$ cat src/rtl/bp_tlb_assoc.sv
// Fully-associative, ASID-tagged TLB with selective flush and duplicate-free fills.
// Optional BP_TLB_PLRU_EN selects tree pseudo-LRU replacement; default is round-robin.
module bp_tlb_assoc #(
  parameter int unsigned els_p         = 8,
  parameter int unsigned vtag_width_p  = 27,
  parameter int unsigned asid_width_p  = 9,
  parameter int unsigned entry_width_p = 32
) (
  input  logic                     clk_i,
  input  logic                     reset_i,
  input  logic                     r_v_i,
  input  logic [vtag_width_p-1:0]  r_vtag_i,
  input  logic [asid_width_p-1:0]  r_asid_i,
  input  logic                     w_v_i,
  input  logic [vtag_width_p-1:0]  w_vtag_i,
  input  logic [asid_width_p-1:0]  w_asid_i,
  input  logic                     w_global_i,
  input  logic [entry_width_p-1:0] w_entry_i,
  input  logic                     flush_v_i,
  input  logic [1:0]               flush_mode_i,
  input  logic [vtag_width_p-1:0]  flush_vtag_i,
  input  logic [asid_width_p-1:0]  flush_asid_i,
  output logic                     v_o,
  output logic                     miss_v_o,
  output logic [entry_width_p-1:0] entry_o
);

  localparam int unsigned LgEls = $clog2(els_p);

  logic [els_p-1:0]         valid_q, valid_d, global_q;
  logic [vtag_width_p-1:0]  tag_q   [els_p];
  logic [asid_width_p-1:0]  asid_q  [els_p];
  logic [entry_width_p-1:0] data_q  [els_p];
  logic                     v_q, miss_q;
  logic [entry_width_p-1:0] entry_q, entry_d;

  logic [els_p-1:0] r_match, w_match, flush_hit, valid_post;
  logic [LgEls-1:0] r_idx, w_match_idx, inv_idx, victim_idx, w_idx;
  logic             r_go, r_hit, w_hit, has_inv, flush_all;

  always_comb begin
    r_match   = '0;
    flush_hit = '0;
    for (int e = 0; e < els_p; e++) begin
      r_match[e] = valid_q[e] && (tag_q[e] == r_vtag_i) &&
                   (global_q[e] || (asid_q[e] == r_asid_i));
      unique case (flush_mode_i)
        2'd0:    flush_hit[e] = 1'b1;
        2'd1:    flush_hit[e] = !global_q[e] && (asid_q[e] == flush_asid_i);
        2'd2:    flush_hit[e] = (tag_q[e] == flush_vtag_i);
        default: flush_hit[e] = !global_q[e] && (asid_q[e] == flush_asid_i) &&
                                (tag_q[e] == flush_vtag_i);
      endcase
    end
  end

  // Flush acts on pre-fill state; the fill then searches the post-flush array.
  assign valid_post = flush_v_i ? (valid_q & ~flush_hit) : valid_q;
  assign flush_all  = flush_v_i && (flush_mode_i == 2'd0);
  assign r_go       = r_v_i && !flush_v_i;
  assign r_hit      = r_go && (|r_match);

  always_comb begin
    w_match     = '0;
    r_idx       = '0;
    w_match_idx = '0;
    inv_idx     = '0;
    for (int e = 0; e < els_p; e++) begin
      w_match[e] = valid_post[e] && (tag_q[e] == w_vtag_i) &&
                   (global_q[e] || (asid_q[e] == w_asid_i));
    end
    for (int e = 0; e < els_p; e++) begin
      if (r_match[e]) r_idx = r_idx | LgEls'(e);
      if (w_match[e]) w_match_idx = w_match_idx | LgEls'(e);
    end
    for (int e = els_p - 1; e >= 0; e--) begin
      if (!valid_post[e]) inv_idx = LgEls'(e);
    end
  end

  assign w_hit   = |w_match;
  assign has_inv = ~&valid_post;
  assign w_idx   = w_hit ? w_match_idx : (has_inv ? inv_idx : victim_idx);

`ifdef BP_TLB_PLRU_EN
  logic [els_p-2:0] plru_q, plru_d;

  // Node n has children 2n+1 (left) and 2n+2 (right); a bit of 1 points right.
  function automatic logic [els_p-2:0] plru_touch(input logic [els_p-2:0] s,
                                                  input logic [LgEls-1:0] e);
    logic [els_p-2:0] r;
    int unsigned      node;
    r    = s;
    node = 0;
    for (int l = LgEls - 1; l >= 0; l--) begin
      r[node] = ~e[l];
      node    = 2 * node + 1 + {31'd0, e[l]};
    end
    return r;
  endfunction

  always_comb begin
    int unsigned node;
    victim_idx = '0;
    node       = 0;
    for (int l = LgEls - 1; l >= 0; l--) begin
      victim_idx[l] = plru_q[node];
      node          = 2 * node + 1 + {31'd0, plru_q[node]};
    end
  end

  always_comb begin
    plru_d = flush_all ? '0 : plru_q;
    if (r_hit) plru_d = plru_touch(plru_d, r_idx);
    if (w_v_i) plru_d = plru_touch(plru_d, w_idx);
  end

  always_ff @(posedge clk_i or posedge reset_i) begin
    if (reset_i) plru_q <= '0;
    else         plru_q <= plru_d;
  end
`else
  logic [LgEls-1:0] rr_q, rr_d;

  assign victim_idx = rr_q;

  always_comb begin
    rr_d = flush_all ? '0 : rr_q;
    if (w_v_i && !w_hit && !has_inv) rr_d = rr_d + 1'b1;
  end

  always_ff @(posedge clk_i or posedge reset_i) begin
    if (reset_i) rr_q <= '0;
    else         rr_q <= rr_d;
  end
`endif

  always_comb begin
    valid_d = valid_post;
    if (w_v_i) valid_d[w_idx] = 1'b1;
    entry_d = r_hit ? data_q[r_idx] : entry_q;
  end

  always_ff @(posedge clk_i or posedge reset_i) begin
    if (reset_i) begin
      valid_q  <= '0;
      global_q <= '0;
      v_q      <= 1'b0;
      miss_q   <= 1'b0;
      entry_q  <= '0;
      for (int e = 0; e < els_p; e++) begin
        tag_q[e]  <= '0;
        asid_q[e] <= '0;
        data_q[e] <= '0;
      end
    end else begin
      valid_q <= valid_d;
      v_q     <= r_hit;
      miss_q  <= r_go && !(|r_match);
      entry_q <= entry_d;
      if (w_v_i) begin
        tag_q[w_idx]    <= w_vtag_i;
        asid_q[w_idx]   <= w_asid_i;
        global_q[w_idx] <= w_global_i;
        data_q[w_idx]   <= w_entry_i;
      end
    end
  end

  assign v_o      = v_q;
  assign miss_v_o = miss_q;
  assign entry_o  = entry_q;

endmodule

$ cat config.mk
export PLATFORM = sky130hd
export DESIGN_NAME = bp_tlb_assoc
export DESIGN_NICKNAME = d
export VERILOG_FILES = /design/src/rtl/bp_tlb_assoc.sv
export SDC_FILE = /design/constraint.sdc
export NUM_CORES = 2
export LEC_CHECK = 0
export ABC_AREA = 1
export BUFFER_PORTS_ARGS = -buffer_cell sky130_fd_sc_hd__buf_2
export CAP_MARGIN = 30
export CORE_MARGIN = 3
export CORE_UTILIZATION = 50
export CTS_BUF_LIST = sky130_fd_sc_hd__clkbuf_4 sky130_fd_sc_hd__clkbuf_8
export DETAILED_ROUTE_END_ITERATION = 7
export PLACE_DENSITY_LB_ADDON = 0.05
export REMOVE_ABC_BUFFERS = 1
export SYNTH_ARGS = -nofsm -noshare
export SYNTH_HDL_FRONTEND = slang
export SYNTH_SLANG_ARGS = --single-unit
$ cat constraint.sdc
create_clock -name clk_i -period 25.4 [get_ports clk_i]
set_clock_uncertainty 0.05 [all_clocks]
set_input_delay 1.27 -clock clk_i [delete_from_list [all_inputs] [get_ports clk_i]]
set_output_delay 1.27 -clock clk_i [all_outputs]
set_load 0.01 [all_outputs]
==> run summary <==
## Synthesis
* leading register cell type out of synthesis: dfrtp_1
* leading post-synthesis cells by instance count: 2391 x nand2_1, 597 x dfrtp_1, 434 x nand3_1
* count of yosys warnings during synthesis: 0
* average size of a mapped cell: 6.96 um^2
* combinational family with the most area after synthesis: simple AND/OR/NAND/NOR gates
* mux share of post-synthesis cell area: 0.0284%
* Yosys cell types: 43
* proportion of synthesized chip area in sequential cells: 37.6%
* dominant cell by count in the synthesized netlist: nand2_1
* Async S/R FF share, synth: 100%
* number of enable flip-flop cells after synthesis: 0
* area leader, netlist: dfrtp_1
* post-synthesis xor/xnor area fraction: 12.2%
* mapped cell area: 39700 um^2
* cell types occupying the most area after synthesis: dfrtp_1 38%, nand2_1 23%, xnor2_1 9.4%
* fraction of the mapped netlist area in compound gates: 1.67%
* synthesis-stage register bit count: 597
* synthesized netlist cell count: 5703
* fraction of post-synthesis cell area in the top cell type by area: 37.6%
* synthesized-area fraction occupied by adder cells: 0.0315%
* Synth Area in Simple Gates: 39.7%

## Setup path
* cell chain of the critical path: buf_2 -> xnor2_1 -> nand2_1 -> nor2_1 -> nand2_1 -> nor2_1 -> nand2_1 -> nand2_1 -> nand2_1 -> nand3_1 -> nand2_1 -> inv_2 -> nand2_1 -> nor2_1 -> o21a_1 -> nand2_8 -> nand2_8 -> buf_4 -> nand2_4 -> buf_4 -> nand2_1 -> nand2_1
* CP top delay family: simple AND/OR/NAND/NOR gates
* critical path type: in -> reg
* Levels on crit path: 22
* number of cells on the worst reg-to-reg path: 21
* FF-to-FF setup slack: 19.10 ns
* cell type of the slowest stage on the worst timing path: nand2_8
* WP buf/inv: 4
* Worst setup startpoint: flush_vtag_i[4]
* Crit path largest cell delay: 0.83 ns
* Critical Path Most Common Cell: nand2_1
* startpoint of the worst-slack reg-to-reg timing path: tag_q[55]$_DFFE_PP0P_
* category of the worst setup path launch point: primary input
* crit path capture type: flop
* arrival time at the worst endpoint: 7.08 ns
* maximum fanout count along the critical path: 130
* required time reported for the critical path endpoint: 25.98 ns

## Run
* number of max-cap violations: 0

## STA
* unrepaired setup endpoints after global routing: false
* Setup TNS Final: 0 ns
* Slew Limit Fails: 0
* maximum clock frequency: 154 MHz
* part of the cycle the worst path needs: 25.6%
* Rel. slew slack: 15.8%
* Final Hold Fails: 0
* Setup Viol. Count Final: 0
* actual transition at the worst max-transition pin: 1.26 ns
* final critical delay including setup and external delays: 6.50 ns

## Finish
* fraction of final layout cells with drive strength greater than 1: 9.00%
* fin nets: 5743
* relative area change from synthesis to final layout: 6.91%
* non-filler cells in the finished layout: 6724

## Pwr
* P_leak: 21.6 nW
* proportion of power drawn by combinational gates: 38.3%
* net switching power of the design: 2.07 mW
* sequential cell fraction of total power: 39.9%
* Max rail drop VDD: 89.5 uV
* switching power share of the total: 45.7%
* share of total power in the clock network: 21.8%
* power per cell area: 107 nW/um^2
* internal power: 2.46 mW

## Clock tree
* Post-CTS Repair Setup Buffers: 0
* clock buffer depth: 3
* clock tree from TritonCTS: yes
* htree depth: 3
* CTS Root Buffer Type: clkbuf_8
* TritonCTS buffer count: 103
* post-cts hold buffer count: 0
* sinks on the clock net: 597
* number of gates given a new drive strength after cts: 0
* clock edge transition at the registers on the reported setup and hold paths: 0.06 ns
* worst skew pair latency: 0.77 ns

## Die
* placeable core area: 78000 um^2
* Site Rows: 102
* initial core utilization: 50.9%
* die extent in x: 288 um
* die footprint: 82800 um^2
* number of top-level design ports: 182
* die span in y: 288 um

## Detailed routing
* Met2 Routed Length: 69800 um
* number of nets with antenna violations after routing: 0
* WL met1: 71200 um
* WL/cell: 24.3 um
* via density per instance: 5.77
* detailed-route wire length: 164000 um
* number of design-rule violations left by the first detailed-router iteration: 4328
* number of optimization iterations in the first detailed-route pass: 6
* DRC violation count after routing: 0
* Detail Route met3 WL: 15900 um
* topmost layer with routed signal wires: met5
* vias: 38800

## Global route
* antenna violations before repair: 9
* total overflow reported by the global router: 0
* maximum number of pins on one net before global-route repair: 189
* overall fraction of global-route tracks in use: 39.1%
* wire length of the first global-routing pass: 243000 um
* via count of the first global-routing pass: 35600

## Min path
* Hold Startpoint: data_q[245]$_DFFE_PP0P_
* hold path cells: 2
* class of the tightest hold or removal check: reg -> reg

## Placement
* weighted congestion reported at the end of routability-driven placement: 1.10
* IO Port Bufs: 181
* DP Cell Count: 6527
* total half-perimeter wirelength after legalization and detailed placement: 110000 um

## Outcome
* run status: complete, no violations

[state kept, by name, indices dropped and copies added, names as in the netlist]
signal	cells
valid_q	8
entry_o	32
rr_q	3
global_q	8
v_o	1
asid_q	72
tag_q	216
data_q	256
miss_v_o	1
[per-layer routing]
layer | GRT usage (%) | vias to the layer above
met5 | 0 | -
met4 | 14.2 | 6
met1 | 57.3 | 18600
met3 | 7.43 | 325
met2 | 57.3 | 1999
li1 | - | 17800
[path summary, 6_finish.rpt]
| check | end |
|---|---|
| max | tag_q[176]$_DFFE_PP0P_ |
| min | data_q[245]$_DFFE_PP0P_ |
| max reg2reg | tag_q[176]$_DFFE_PP0P_ |
| min reg2reg | data_q[245]$_DFFE_PP0P_ |
| max in group asynchronous | data_q[210]$_DFFE_PP0P_ |
| min in group asynchronous | entry_o[14]$_DFFE_PP0P_ |
[metrics by stage]
stage | hold WS, ns | instance area (um^2) | power [mW] | worst slack (ns) | util, %
global route | 0.435 | 42400 | 4.81 | 18.60 | 54.4
finish | 0.417 | 42400 | 4.53 | 18.90 | 54.4
floorplan | 0.392 | 37300 | 2.77 | 7.37 | -
CTS | 0.423 | 42400 | 4.48 | 19.04 | 54.3
global placement | 0.403 | 40000 | 3.46 | 18.33 | 51.3
detailed placement | 0.408 | 40000 | 3.49 | 18.23 | 51.4
[power groups by stage]
stage / Clock (mW) / Sequential, mW / Combinational (mW)
after global placement: 0 / 1.79 / 1.68
after CTS: 1.00 / 1.78 / 1.70
final: 0.987 / 1.80 / 1.73
after floorplan: 0 / 1.59 / 1.18
after detailed placement: 0 / 1.79 / 1.70
after global routing: 1.04 / 1.83 / 1.93
[cell type report]
| type | count | area, um^2 |
|---|---|---|
| clock inverters | 27 | 287 |
| multi-input cells | 4379 | 21400 |
| well taps | 1040 | 1300 |
| repair buffers | 223 | 1340 |
| inverters | 290 | 1100 |
| diodes | 8 | 20.0 |
| flip-flops and latches | 597 | 14900 |
| clock buffers | 160 | 2020 |
| fillers | 7808 | 35600 |
[worst register-to-register path, stage by stage (launching register included)]
cell	delay [ns]
dfrtp_1	0.55
xnor2_1	0.17
nand2_1	0.08
nor2_1	0.33
nand2_1	0.15
nor2_1	0.30
nand2_1	0.10
nand2_1	0.09
nand2_1	0.10
nand3_1	0.13
nand2_1	0.12
inv_2	0.06
nand2_1	0.05
nor2_1	0.13
o21a_1	0.24
nand2_8	0.42
nand2_8	0.83
buf_4	0.91
nand2_4	0.57
buf_4	0.51
nand2_1	0.21
nand2_1	0.06
[placed cells by master, fill, tap and decap left out, drive strengths merged]
master    synthesis  routed
mux2              1       1
bufinv            0       4
buf             353     223
o21a              1       1
diode             0       8
clkinv           10      26
xor2            128     128
nor4b             3       3
inv             280     286
nand3           440     440
ha                1       1
a21oi             8       8
or2              50      50
and3b             1       1
nand2          2397    2397
clkbuf           84     160
nand4           359     359
nor3             21      21
nor4             45      45
nor3b             2       2
o2111ai           8       8
and3              3       3
nand3b            3       3
nor2            379     379
dfrtp           597     597
a21boi            1       1
xnor2           425     425
o22ai            18      18
o211ai            1       1
or3b              1       1
clkinvlp          0       1
o21ai            83      83
[kinds of logic (layout without fill, tap and decap cells)]
kind of cell / count (synthesis) / after routing
and+or+nand+nor: 3704 / 3704
buffers and inverters: 727 / 700
DFF: 597 / 597
xor gates and xnor gates: 553 / 553
AOI/OAI and AO/OA: 120 / 120
adders and majority gates: 1 / 1
muxes: 1 / 1
other: 0 / 8
Note: power is estimated with default switching activity, not from simulation.
